### config.mk
export PLATFORM = sky130hd
export DESIGN_NAME = spi_peripheral_multi
export DESIGN_NICKNAME = d
export VERILOG_FILES = /design/src/rtl/spi_peripheral_multi.sv
export SDC_FILE = /design/constraint.sdc
export NUM_CORES = 1
export LEC_CHECK = 0
export ABC_AREA = 1
export BUFFER_PORTS_ARGS = -buffer_cell sky130_fd_sc_hd__buf_2
export CAP_MARGIN = 20
export CORE_UTILIZATION = 28
export DETAILED_ROUTE_END_ITERATION = 12
export GPL_ROUTABILITY_DRIVEN = 0
export GPL_TIMING_DRIVEN = 0
export PLACE_DENSITY = 0.54
export SKIP_LAST_GASP = 1
export SYNTH_ARGS = -nofsm -noshare
export SYNTH_HDL_FRONTEND = slang
export SYNTH_SLANG_ARGS = --single-unit
### constraint.sdc
create_clock -name fastclk -period 3.7 [get_ports fastclk]
set_clock_uncertainty 0.15 [all_clocks]
set_input_delay 0.555 -clock fastclk [delete_from_list [all_inputs] [get_ports fastclk]]
set_output_delay 0.555 -clock fastclk [all_outputs]
set_load 0.05 [all_outputs]
### src/rtl/spi_peripheral_multi.sv
// SPI peripheral with selectable mode, word width, multi-word frames and a one-deep TX holding register.
// Define SPI_PERIPH_FRAME_STATS_EN to add the frame_done / frame_words statistics outputs.
module spi_peripheral_multi #(
  parameter int                WORD_W    = 32,
  parameter bit                CPOL      = 1'b0,
  parameter bit                CPHA      = 1'b0,
  parameter logic [WORD_W-1:0] IDLE_WORD = '0
) (
  input  logic              fastclk,
  input  logic              rst,
  input  logic              SCK,
  input  logic              MOSI,
  input  logic              SSEL,
  output logic              MISO,
  output logic [WORD_W-1:0] rcvd_word,
  output logic              rcvd_word_valid,
  input  logic [WORD_W-1:0] send_word,
  input  logic              send_valid,
  output logic              send_ready,
  output logic              busy
`ifdef SPI_PERIPH_FRAME_STATS_EN
  ,
  output logic              frame_done,
  output logic [15:0]       frame_words
`endif
);

  localparam int              CNT_W       = $clog2(WORD_W);
  localparam logic [CNT_W-1:0] LAST_BIT   = CNT_W'(WORD_W - 1);
  localparam bit              SAMPLE_RISE = (CPOL == CPHA);

  logic [2:0]        sck_s;
  logic [2:0]        ssel_s;
  logic [1:0]        mosi_s;
  logic              settle;
  logic              seen_idle;
  logic              active;
  logic              first_word;
  logic              rx_done;
  logic [CNT_W-1:0]  bitcnt;
  logic [WORD_W-1:0] rx_sr;
  logic [WORD_W-1:0] tx_sr;
  logic [WORD_W-1:0] hold;
  logic              hold_full;

  logic sck_rise;
  logic sck_fall;
  logic sample_edge;
  logic shift_edge;
  logic ssel_fall;
  logic ssel_rise;
  logic reload;
  logic accept;

  assign sck_rise    = sck_s[1] & ~sck_s[2];
  assign sck_fall    = ~sck_s[1] & sck_s[2];
  assign sample_edge = active & (SAMPLE_RISE ? sck_rise : sck_fall);
  assign shift_edge  = active & (SAMPLE_RISE ? sck_fall : sck_rise);
  // A select falling edge only counts once SSEL has been seen idle since reset,
  // so a frame already in progress when reset released is ignored.
  assign ssel_fall   = seen_idle & ~active & ssel_s[2] & ~ssel_s[1];
  assign ssel_rise   = active & ssel_s[1];
  assign reload      = ssel_fall | (shift_edge & (bitcnt == '0) & ~first_word);
  assign accept      = send_valid & ~hold_full;

  assign send_ready  = ~hold_full;
  assign busy        = active;
  assign MISO        = active & tx_sr[WORD_W-1];

  // Input synchronisers
  always_ff @(posedge fastclk) begin
    if (rst) begin
      sck_s  <= {3{CPOL}};
      ssel_s <= 3'b111;
      mosi_s <= '0;
    end else begin
      sck_s  <= {sck_s[1:0], SCK};
      ssel_s <= {ssel_s[1:0], SSEL};
      mosi_s <= {mosi_s[0], MOSI};
    end
  end

  // Frame control and bit counting
  always_ff @(posedge fastclk) begin
    if (rst) begin
      settle          <= 1'b0;
      seen_idle       <= 1'b0;
      active          <= 1'b0;
      first_word      <= 1'b0;
      bitcnt          <= '0;
      rx_done         <= 1'b0;
      rcvd_word_valid <= 1'b0;
    end else begin
      settle          <= 1'b1;
      seen_idle       <= seen_idle | (settle & ssel_s[0]);
      rx_done         <= sample_edge & (bitcnt == LAST_BIT);
      rcvd_word_valid <= rx_done;
      if (ssel_fall)
        active <= 1'b1;
      else if (ssel_rise)
        active <= 1'b0;
      if (ssel_fall)
        first_word <= 1'b1;
      else if (sample_edge)
        first_word <= 1'b0;
      if (!active)
        bitcnt <= '0;
      else if (sample_edge)
        bitcnt <= (bitcnt == LAST_BIT) ? '0 : bitcnt + 1'b1;
    end
  end

  // Shift registers, received word and TX holding register
  always_ff @(posedge fastclk) begin
    if (rst) begin
      rx_sr     <= '0;
      tx_sr     <= '0;
      rcvd_word <= '0;
      hold_full <= 1'b0;
    end else begin
      if (sample_edge)
        rx_sr <= {rx_sr[WORD_W-2:0], mosi_s[1]};
      if (rx_done)
        rcvd_word <= rx_sr;
      if (reload)
        tx_sr <= hold_full ? hold : IDLE_WORD;
      else if (shift_edge && (bitcnt != '0))
        tx_sr <= tx_sr << 1;
      // accept implies the holding register was empty, so it never collides with a reload that drains it
      if (reload && hold_full)
        hold_full <= 1'b0;
      else if (accept)
        hold_full <= 1'b1;
    end
  end

  always_ff @(posedge fastclk) begin
    if (accept)
      hold <= send_word;
  end

`ifdef SPI_PERIPH_FRAME_STATS_EN
  // Per-frame statistics
  always_ff @(posedge fastclk) begin
    if (rst) begin
      frame_done  <= 1'b0;
      frame_words <= '0;
    end else begin
      frame_done <= ssel_rise;
      if (ssel_fall)
        frame_words <= '0;
      else if (rx_done && (frame_words != 16'hFFFF))
        frame_words <= frame_words + 16'd1;
    end
  end
`endif

endmodule

Word-level counts from Yosys, hierarchy flattened
Index checks and enable logic that the tools add are counted.
{ "totals": {"in_bits": 38, "mem_count": 0, "rom_bits": 0, "ram_bits": 0, "latchBits": 0, "reg_bits": 148} }
{ "classes": {"n_eq_ne": 1, "addsub": 1, "n_lt_le_gt_ge": 0, "bitwise_logic": 22, "n_mux": 9, "reduce_logical": 9, "n_shift": 0, "n_mul": 0, "div": 0} }
{ "op_table": {"columns": ["operator", "n"], "rows": [
  ["$mux W32", 3],
  ["$and A1 B1 Y1", 14],
  ["$not A1 Y1", 6],
  ["$reduce_bool A2 Y1", 3],
  ["$add A5 B1 Y5 const B", 1],
  ["$eq A5 B5 Y1 const B", 1],
  ["$logic_not A5 Y1", 1],
  ["$mux W1", 5],
  ["$mux W5", 1],
  ["$reduce_bool A5 Y1", 1],
  ["$reduce_or A2 Y1", 2],
  ["$logic_and A1 B1 Y1", 2],
  ["$or A1 B1 Y1", 2]
]} }

Depth between registers and ports, before layout
{ "depth": {"ltp_word": 8, "ltp_mapped": 13, "mapped_depth_nobuf": 11} }

Worst setup path after synthesis
Ideal clock, no wire load.
{ "synth_timing": {"kind": "register to register", "from": "reg hold_full", "to": "reg hold[0], enable pin", "arrival_time_ps": 1999, "path_stages_with_launch": 4, "synth_period_minus_slack_ps": 2571, "setup_slack_ps": 1129, "n_path_buf": 2, "cell_sequence": "dfxtp_1 > clkbuf_1 > buf_2 > nor2_1"} }
{ "synth_via": {"elab_chain_cells": 2} }
{ "synth_rtl": {"columns": ["item", "line_no", "source"], "rows": [
  ["from (decl)", "44", "logic hold_full;"],
  ["from (signal assigned)", "119", "hold_full <= 1'b0;"],
  ["from (signal assigned)", "131", "hold_full <= 1'b0;"],
  ["from (signal assigned)", "133", "hold_full <= 1'b1;"],
  ["$not A1 Y1", "64", "assign accept = send_valid & ~hold_full;"],
  ["$and A1 B1 Y1", "64", null],
  ["named net accept", "53", "logic accept;"],
  ["to (signal assigned)", "139", "hold <= send_word;"],
  ["to (decl)", "43", "logic [WORD_W-1:0] hold;"]
]} }
The timed path passes the listed nets, and every way through them passes these cells.
A chain may end at the register's enable or synchronous reset.

Final worst setup path
{ "layout_timing": {"from": "reg hold_full", "to": "out send_ready"} }
{ "layout_via": {"elab_chain_cells": 1} }
{ "layout_rtl": {"columns": ["item", "line_no", "source"], "rows": [
  ["$not A1 Y1", "66", "assign send_ready = ~hold_full;"],
  ["to (decl)", "19", "output logic send_ready,"]
]} }
Every way passes these cells.

==> results_dict.tcl <==
set metrics [dict create \
    vias_per_cell 4.15 \
    cts_root_buf "clkbuf_16" \
    path_clk_slew_ns 0.06 \
    grt_pass1_vias 4329 \
    outcome "completed" \
    multi_input_area_um2 1970 \
    p_leak_nw 3.64 \
    met1_usage_pct 17.8 \
    fin_cells 1102 \
    path_cells "clkbuf_1 -> buf_2 -> inv_1 -> buf_2" \
    dp_cells 1070 \
    ff_latch_area_um2 3280 \
    synth-seq-area-share_pct 56.5 \
    ys_top_cells_by_area "dfxtp_1 40%, edfxtp_1 17%, nor2_1 12%" \
    fillers 2218 \
    hold_viol 0 \
    clock_sinks 148 \
    crit_cells 4 \
    wire_per_inst_um 11.9 \
    clk_path_buf_depth 2 \
    vias 4571 \
    grt_max_degree 26 \
    first_iter_violations 228 \
    switching_share_pct 23.0 \
    power.switching_mw 0.815 \
    critPathTopFamily "buffers and inverters" \
    most-common-layout-cells "184 x nor2_1, 130 x nand2_1, 116 x dfxtp_1" \
    netlist_instances 727 \
    seq_power_share_pct 47.8 \
    whs_path_depth 1 \
    hp-start "send_word[29]" \
    cts_resized 0 \
    rr_worst_depth 13 \
    h-tree-depth 4 \
    track_usage_pct 13.1 \
    cts_setup_buffers 0 \
    hpwl_um 9110 \
    fp.coreArea_um2 20300 \
    antenna_found_initial 1 \
    dieWidth_um 146 \
    clock.fmax_mhz 427 \
    area_growth_pct 22.8 \
    grt_use_met2_pct 19.9 \
    worst_path_max_delay_cell "clkbuf_1" \
    synth_cell_types 29 \
    slew_violations 0 \
    tns_ns 0 \
    crit_buf_inv 4 \
    hold_path.class "in -> reg" \
    peakVddDrop_mv 0.294 \
    top_usage_layer "met2" \
    dr.pass1.iters 4 \
    p_clk_share_pct 49.1 \
    timing.rr.end "tx_sr[13]$_SDFFE_PP0P_" \
    synth-seq-cells 148 \
    grt_overflow 0 \
    ctsHoldBuffers 0 \
    crit_fanout 10 \
    cp.arrival_ns 1.64 \
    finalCritPeriodShare_pct 63.4 \
    synth_top_area_share_pct 40.0 \
    cts_tree "yes" \
    use_met3_pct 3.25 \
    p_comb_share_pct 3.2 \
    grt_pass1_wl_um 21900 \
    rrSetupSlack_ns 1.89 \
    cap_violations 0 \
    worstSetupPathType "reg -> out" \
    crit_path_end_kind "output port" \
    slowest_delay_ns 0.34 \
    routed_wl_um 13100 \
    clk_latency_ns 0.42 \
    start_util_pct 28.6 \
    layout_commonest_cell "nor2_1" \
    portBuffers 72 \
    rsz0062_at_grt "false" \
    syn_area_um2 5810 \
    drive_gt1_share_pct 17.4 \
    dieArea_um2 21300 \
    ios 74 \
    cp.required_ns 2.99 \
    postSynthNetCount 768 \
    fin_crit_ns 2.34 \
    rr_startpoint "bitcnt[0]$_SDFFE_PP0P_" \
    numCtsBuffers 17 \
    power_density_nw_per_um2 496 \
    slew_headroom_pct 62.0 \
    yosysWarningCount 0 \
    num_antenna_cells 0 \
    worst_pin_slew_ns 0.570 \
    syn_avg_cell_area_um2 7.99 \
    antenna_left 0 \
    synth_top_area_cell "dfxtp_1" \
    worstSetupStartpointType "flip-flop" \
    cellInternalPower_mw 2.73 \
    drc 0 \
    hold_path_end "hold[29]$_DFFE_PP_" \
    setup_viol 0 \
    nNetsFinal 860 \
    rows 52 \
    fp.dieH_um 146 \
    cp_common_cell "buf_2" \
]
==> cells by family (layout without fill, tap and decap cells) <==
group,count (synthesis),in the layout,share of synthesized area (%)
simple gates,370,370,26.2
flops,148,148,56.5
buf+inv,128,233,9.74
compound gates,77,77,6.68
fa+ha+maj,3,3,0.646
xor+xnor,1,1,0.151
==> cells in the mapped netlist (all sizes together) <==
library cell	count
buf	22
o21bai	1
o21ai	69
edfxtp	32
nand4	19
or2	2
clkinv	1
ha	3
nor3	3
nand3	21
dfxtp	116
xor2	1
clkbuf	20
nor2	186
inv	85
nand2	139
a21oi	7
==> area by class of cell <==
cell class | count | share of cell area [%]
sequential | 148 | 46.0
multi-input combinational | 451 | 27.6
clock buffer | 19 | 6.51
timing repair buffer | 73 | 5.33
tap | 270 | 4.74
inverter | 86 | 4.60
buffer | 42 | 3.33
clock inverter | 13 | 1.91
==> sequential cells by signal, indices dropped and copies added (netlist names) <==
name,count
settle,1
busy,1
sck_s,3
rx_sr,32
rcvd_word_valid,1
first_word,1
rcvd_word,32
hold_full,1
hold,32
bitcnt,5
rx_done,1
tx_sr,32
seen_idle,1
ssel_s,3
mosi_s,2
==> worst max path at each step <==
stage,start,end
floorplan,hold_full$_SDFFE_PP0P_,hold[0]$_DFFE_PP_
global placement,hold_full$_SDFFE_PP0P_,hold[23]$_DFFE_PP_
detailed placement,rst,rx_sr[3]$_SDFFE_PP0P_
CTS,hold_full$_SDFFE_PP0P_,send_ready
global route,hold_full$_SDFFE_PP0P_,send_ready
finish,hold_full$_SDFFE_PP0P_,send_ready
==> routing by layer <==
layer	vias to the layer above	wire, µm
met3	8	469
met2	73	5780
met1	2054	6790
met5	-	0
met4	0	104
li1	2436	-
==> power by group through the flow <==
stage	clock network (mW)	logic [mW]	registers, mW
after CTS	1.78	0.115	1.69
final	1.74	0.112	1.69
after global routing	1.85	0.126	1.69
after detailed placement	0	0.115	1.73
after floorplan	0	0.0625	1.73
after global placement	0	0.110	1.73
==> stage by stage <==
stage          total power, mW  util, %  cell area [µm²]  hold WS (ns)  setup slack (ns)
4_1_cts                   3.58     35.1             7130         0.139              1.30
6_report                  3.54     35.1             7130         0.158              1.36
3_3_place_gp              1.84     32.0             6500         0.256             0.193
2_1_floorplan             1.79        -             5810         0.238              1.13
3_5_place_dp              1.84     32.2             6530         0.250              1.70
5_1_grt                   3.67     35.1             7130         0.128              1.20
No activity file was read; power rests on OpenSTA's default activity.
